### config.mk
export PLATFORM = sky130hd
export DESIGN_NAME = lieat_general_pipebuf
export DESIGN_NICKNAME = d
export VERILOG_FILES = /design/src/rtl/lieat_general_pipebuf.sv
export SDC_FILE = /design/constraint.sdc
export NUM_CORES = 1
export LEC_CHECK = 0
export CAP_MARGIN = 15
export CORE_ASPECT_RATIO = 0.8
export CORE_MARGIN = 5
export CORE_UTILIZATION = 35
export DETAILED_ROUTE_END_ITERATION = 10
export DONT_BUFFER_PORTS = 1
export GPL_TIMING_DRIVEN = 0
export PLACE_DENSITY = 0.58
export SYNTH_ARGS = -nofsm -noshare
export SYNTH_HDL_FRONTEND = slang
export SYNTH_SLANG_ARGS = --single-unit
### constraint.sdc
create_clock -name clock -period 2.3 [get_ports clock]
set_input_delay 0.345 -clock clock [delete_from_list [all_inputs] [get_ports clock]]
set_output_delay 0.345 -clock clock [all_outputs]
set_load 0.02 [all_outputs]
### src/rtl/lieat_general_pipebuf.sv
// rtl/lieat_general_pipebuf.sv - elastic DEPTH-entry pipeline buffer with byte-masked writes
// Registered ready/valid on both sides, synchronous flush, occupancy count.
module lieat_general_pipebuf #(
  parameter int            DW        = 32,
  parameter int            DEPTH     = 2,
  parameter logic [DW-1:0] RESET_VAL = {DW{1'b0}},
  localparam int           CW        = $clog2(DEPTH + 1)
) (
  input  logic            clock,
  input  logic            reset,
  input  logic            flush,
  input  logic            i_valid,
  output logic            i_ready,
  input  logic [DW-1:0]   i_data,
  input  logic [DW/8-1:0] i_mask,
  output logic            o_valid,
  input  logic            o_ready,
  output logic [DW-1:0]   o_data,
  output logic [CW-1:0]   count
);

  localparam int            PW   = (DEPTH > 1) ? $clog2(DEPTH) : 1;
  localparam int            NB   = DW / 8;
  localparam logic [PW-1:0] LAST = PW'(DEPTH - 1);
  localparam logic [CW-1:0] FULL = CW'(DEPTH);

  logic [1:0]    sync_q;
  logic          rst_int;
  logic [DW-1:0] mem_q [DEPTH];
  logic [PW-1:0] wr_ptr_q, wr_ptr_d;
  logic [PW-1:0] rd_ptr_q, rd_ptr_d;
  logic [CW-1:0] count_q, count_d;
  logic          i_ready_q;
  logic          o_valid_q;
  logic [DW-1:0] base_q, base_d;
  logic [DW-1:0] merged;
  logic          push;
  logic          pop;

  assign rst_int = ~sync_q[1];

  always_ff @(posedge clock or negedge reset) begin
    if (!reset) begin
      sync_q <= 2'b00;
    end else begin
      sync_q <= {sync_q[0], 1'b1};
    end
  end

  function automatic logic [PW-1:0] ptr_inc(input logic [PW-1:0] p);
    return (p == LAST) ? '0 : p + PW'(1);
  endfunction

  assign push = i_valid & i_ready_q & ~flush;
  assign pop  = o_valid_q & o_ready & ~flush;

  // Unmasked bytes inherit from the previously pushed word.
  always_comb begin
    merged = base_q;
    for (int k = 0; k < NB; k++) begin
      if (i_mask[k]) merged[8*k +: 8] = i_data[8*k +: 8];
    end
  end

  always_comb begin
    count_d  = count_q;
    wr_ptr_d = wr_ptr_q;
    rd_ptr_d = rd_ptr_q;
    base_d   = base_q;
    if (flush) begin
      count_d  = '0;
      wr_ptr_d = '0;
      rd_ptr_d = '0;
      base_d   = RESET_VAL;
    end else begin
      if (push) begin
        wr_ptr_d = ptr_inc(wr_ptr_q);
        base_d   = merged;
      end
      if (pop) rd_ptr_d = ptr_inc(rd_ptr_q);
      case ({push, pop})
        2'b10:   count_d = count_q + CW'(1);
        2'b01:   count_d = count_q - CW'(1);
        default: count_d = count_q;
      endcase
    end
  end

  always_ff @(posedge clock or negedge reset) begin
    if (!reset) begin
      for (int e = 0; e < DEPTH; e++) mem_q[e] <= RESET_VAL;
      wr_ptr_q  <= '0;
      rd_ptr_q  <= '0;
      count_q   <= '0;
      i_ready_q <= 1'b0;
      o_valid_q <= 1'b0;
      base_q    <= RESET_VAL;
    end else if (rst_int) begin
      for (int e = 0; e < DEPTH; e++) mem_q[e] <= RESET_VAL;
      wr_ptr_q  <= '0;
      rd_ptr_q  <= '0;
      count_q   <= '0;
      // Ready rises on the same edge that releases rst_int.
      i_ready_q <= sync_q[0];
      o_valid_q <= 1'b0;
      base_q    <= RESET_VAL;
    end else begin
      for (int e = 0; e < DEPTH; e++) begin
        if (push && wr_ptr_q == PW'(e)) mem_q[e] <= merged;
      end
      wr_ptr_q  <= wr_ptr_d;
      rd_ptr_q  <= rd_ptr_d;
      count_q   <= count_d;
      i_ready_q <= (count_d != FULL);
      o_valid_q <= (count_d != '0);
      base_q    <= base_d;
    end
  end

  assign i_ready = i_ready_q;
  assign o_valid = o_valid_q;
  assign o_data  = mem_q[rd_ptr_q];
  assign count   = count_q;

endmodule

==> summary.txt <==
Finish
  • Layout cells sized above 1: 19.0%
  • Area Growth Syn to Fin: 11.5%
  • Final cell utilization of the core: 40.4%
  • N_diodes: 0
  • Final #Nets: 412

Detailed routing
  • Vias per cell: 5.83
  • # DRC: 0
  • Initial DRC count: 225
  • Post-route ant nets: 0
  • Vias: 3200
  • Initial DRT Pass Iterations: 4
  • Total Wirelength: 12500 µm
  • Routed length per instance: 22.8 µm

Global route
  • Number of global-route vias before repair: 3344
  • Global route overflow: 0
  • Initial antenna violation count: 0
  • Largest net degree at the start of global routing: 105
  • Total Routing Usage GR: 15.8%
  • First-pass GRT wire length: 19600 µm

STA
  • F_max: 455 MHz
  • Fin crit period: 2200 ps
  • Final Setup Violations: 0
  • Final hold vios: 104
  • Minimum hold slack: -306 ps
  • Part of the cycle the worst path needs: 95.5%
  • TNS Setup: 0 ps
  • Worst slew pin tran: 755 ps
  • Clock skew: 5.01 ps
  • Max_slew headroom: 49.5%
  • Max Slew Vio Count: 0
  • RSZ-0062 raised after global routing: no
  • Worst Setup Slack, final: 103 ps

Setup path
  • FF-to-FF setup slack: 210 ps
  • Critical Path AT: 1850 ps
  • FF-to-FF path depth: 5
  • CP startpoint kind: register
  • Crit path max fanout: 10
  • Slowest CP cell: mux2_2
  • Critical path class: register to output pin
  • FF-to-FF Start: i_ready
  • Worst Path Buf+Inv: 2
  • Critical path's top delay family: buffers and inverters
  • Data required, critical path: 1960 ps
  • CP max stage delay: 450 ps
  • Crit. End Element: output pin
  • FF-to-FF End: count[1]
  • Cells along the critical path: clkbuf_1, buf_2, mux2_2

Synth
  • Synth Register Bits: 104
  • Mapped Area: 4710 µm²
  • Ys flop type: dfrtp_1
  • Synth Net Count: 401
  • Cells after synthesis: 359
  • Yosys cell types: 31
  • Post-synth EDFFs: 0
  • Share of synthesized registers carrying an async set or reset: 100%
  • Syn. warnings: 0
  • Syn_area_per_cell: 13.1 µm²
  • Sequential area share after synthesis: 55.2%

Die
  • Row count: 37
  • CORE AREA: 13000 µm²
  • Die area: 15900 µm²
  • Die height: 114 µm
  • I/O pin count: 77
  • Die Span X: 140 µm
  • Starting Density: 36.2%

CTS
  • Clk Latency, worst-skew pair: 340 ps
  • Clk slew on worst S/H paths: 70 ps
  • Clock tree buffer depth: 2
  • CTS root buf: clkbuf_16
  • H-tree Lvls: 3
  • Inserted Clock Buffers: 9
  • Sink Count: 104
  • TritonCTS clock tree: done

Power
  • Pwr dens: 726 nW/µm²
  • P_leak: 2.57 nW
  • IR drop worst, VDD: 0.000365 V

Worst hold path
  • Worst hold path class: input pin to async pin

Placed design
  • GP Congestion: 0.747
  • PortBufs: 0
  • Final HPWL DP: 8640 µm
  • DP Worst Slack: 8.28 ps

Run status
  • Outcome: finished, violations left
  • Failing checks: negative hold slack

Job
  • MaxCap Viol Count: 0
sequential cells by signal, summed over array words and instances, names as in the netlist:
name      count
mem_q        64
base_q       32
count         2
sync_q        2
i_ready       1
o_valid       1
rd_ptr_q      1
wr_ptr_q      1
power by group:
group	switching, mW	total, mW	leakage, nW	internal, mW
logic	0.181	0.275	0.981	0.0941
clock network	0.665	1.64	0.155	0.978
registers	0.0287	1.90	1.43	1.87
total	0.875	3.81	2.57	2.94
cell usage in the layout (no fill, tap or decap), types with 2 or more instances in the layout:
master     synthesis  layout
a31oi_1            2       2
inv_1              2       2
o211a_1           12      12
nand2b_1           2       2
dfrtp_1          104     103
clkbuf_16          0       9
nor2_1             4       4
mux2_2            32      32
o21ai_0            2       2
nand2_1           16      16
buf_2             21      21
nand3b_1           2       2
bufinv_16          0       2
a21o_1            12      12
xor2_1             4       4
o2bb2ai_1         40      40
a31oi_2            2       2
nor4b_1           12      12
a32o_1            32      32
clkbuf_1          13      13
mux2i_1           32      32
and4b_1            2       2
worst register-to-register path, stage by stage, from the launching register on:
cell and delay, ps:
dfrtp_2 560, nand3b_1 240, buf_2 270, ha_1 390, or3_1 390, a21oi_1 150
repair_timing:
action	CTS	global route
buffers inserted	0	0
endpoints found under the setup margin	1	0
hold endpoints to repair	104	104
resized for setup	1	0
final cells by class:
cell class                 instances  area (µm²)
clock buffer                      10         239
tap                              175         219
clock inverter                     5        81.3
multi-input combinational        218        1940
buffer                            35         158
fill                            1244        7760
inverter                           2        7.51
sequential                       104        2600
cell families (layout without fill, tap and decap cells):
family	count (synthesis)	in the layout	share of synthesized area, %
flops	104	104	55.2
other cells	1	1	0.0796
xor+xnor	5	5	0.929
fa+ha+maj	1	1	0.265
mux	64	64	14.4
buf+inv	37	52	3.51
compound gates	106	106	20.3
simple gates	41	41	5.20
worst max-delay path by stage:
stage	end	start	cells after the start
floorplan	count[1]	i_ready	5
global placement	count[1]	i_ready	5
detailed placement	count[1]	i_ready	5
CTS	o_data[22]	rd_ptr_q	3
global route	o_data[14]	rd_ptr_q	3
finish	o_data[14]	rd_ptr_q	3
synth_stat cells, types with 2 or more instances:
| master | instances | area, µm² |
|---|---|---|
| and4b_1 | 2 | 20.0 |
| o2bb2ai_1 | 40 | 350 |
| a31oi_1 | 2 | 12.5 |
| a32o_1 | 32 | 320 |
| nor2_1 | 4 | 15.0 |
| o211a_1 | 12 | 120 |
| nand2_1 | 16 | 60.1 |
| a31oi_2 | 2 | 25.0 |
| clkbuf_1 | 13 | 48.8 |
| a21o_1 | 12 | 90.1 |
| dfrtp_1 | 104 | 2600 |
| mux2i_1 | 32 | 320 |
| o21ai_0 | 2 | 10.0 |
| xor2_1 | 4 | 35.0 |
| mux2_2 | 32 | 360 |
| nor4b_1 | 12 | 105 |
| nand3b_1 | 2 | 15.0 |
| buf_2 | 21 | 105 |
| inv_1 | 2 | 7.51 |
| nand2b_1 | 2 | 12.5 |
per-layer routing:
metal / routed length [µm] / GRT usage (%)
met1: 5750 / 22.3
met2: 5680 / 23.8
met3: 1010 / 5.74
met4: 91 / 2.91
met5: 0 / 0
metrics by stage:
| stage | instances | instance area (µm²) | total power, mW |
|---|---|---|---|
| 2_1_floorplan | 359 | 4710 | 2.13 |
| 3_3_place_gp | 534 | 4930 | 2.20 |
| 3_5_place_dp | 534 | 4930 | 2.21 |
| 4_1_cts | 549 | 5250 | 3.85 |
| 5_1_grt | 549 | 5250 | 3.95 |
| 6_report | 549 | 5250 | 3.81 |
Note: power is estimated with default switching activity, not from simulation.
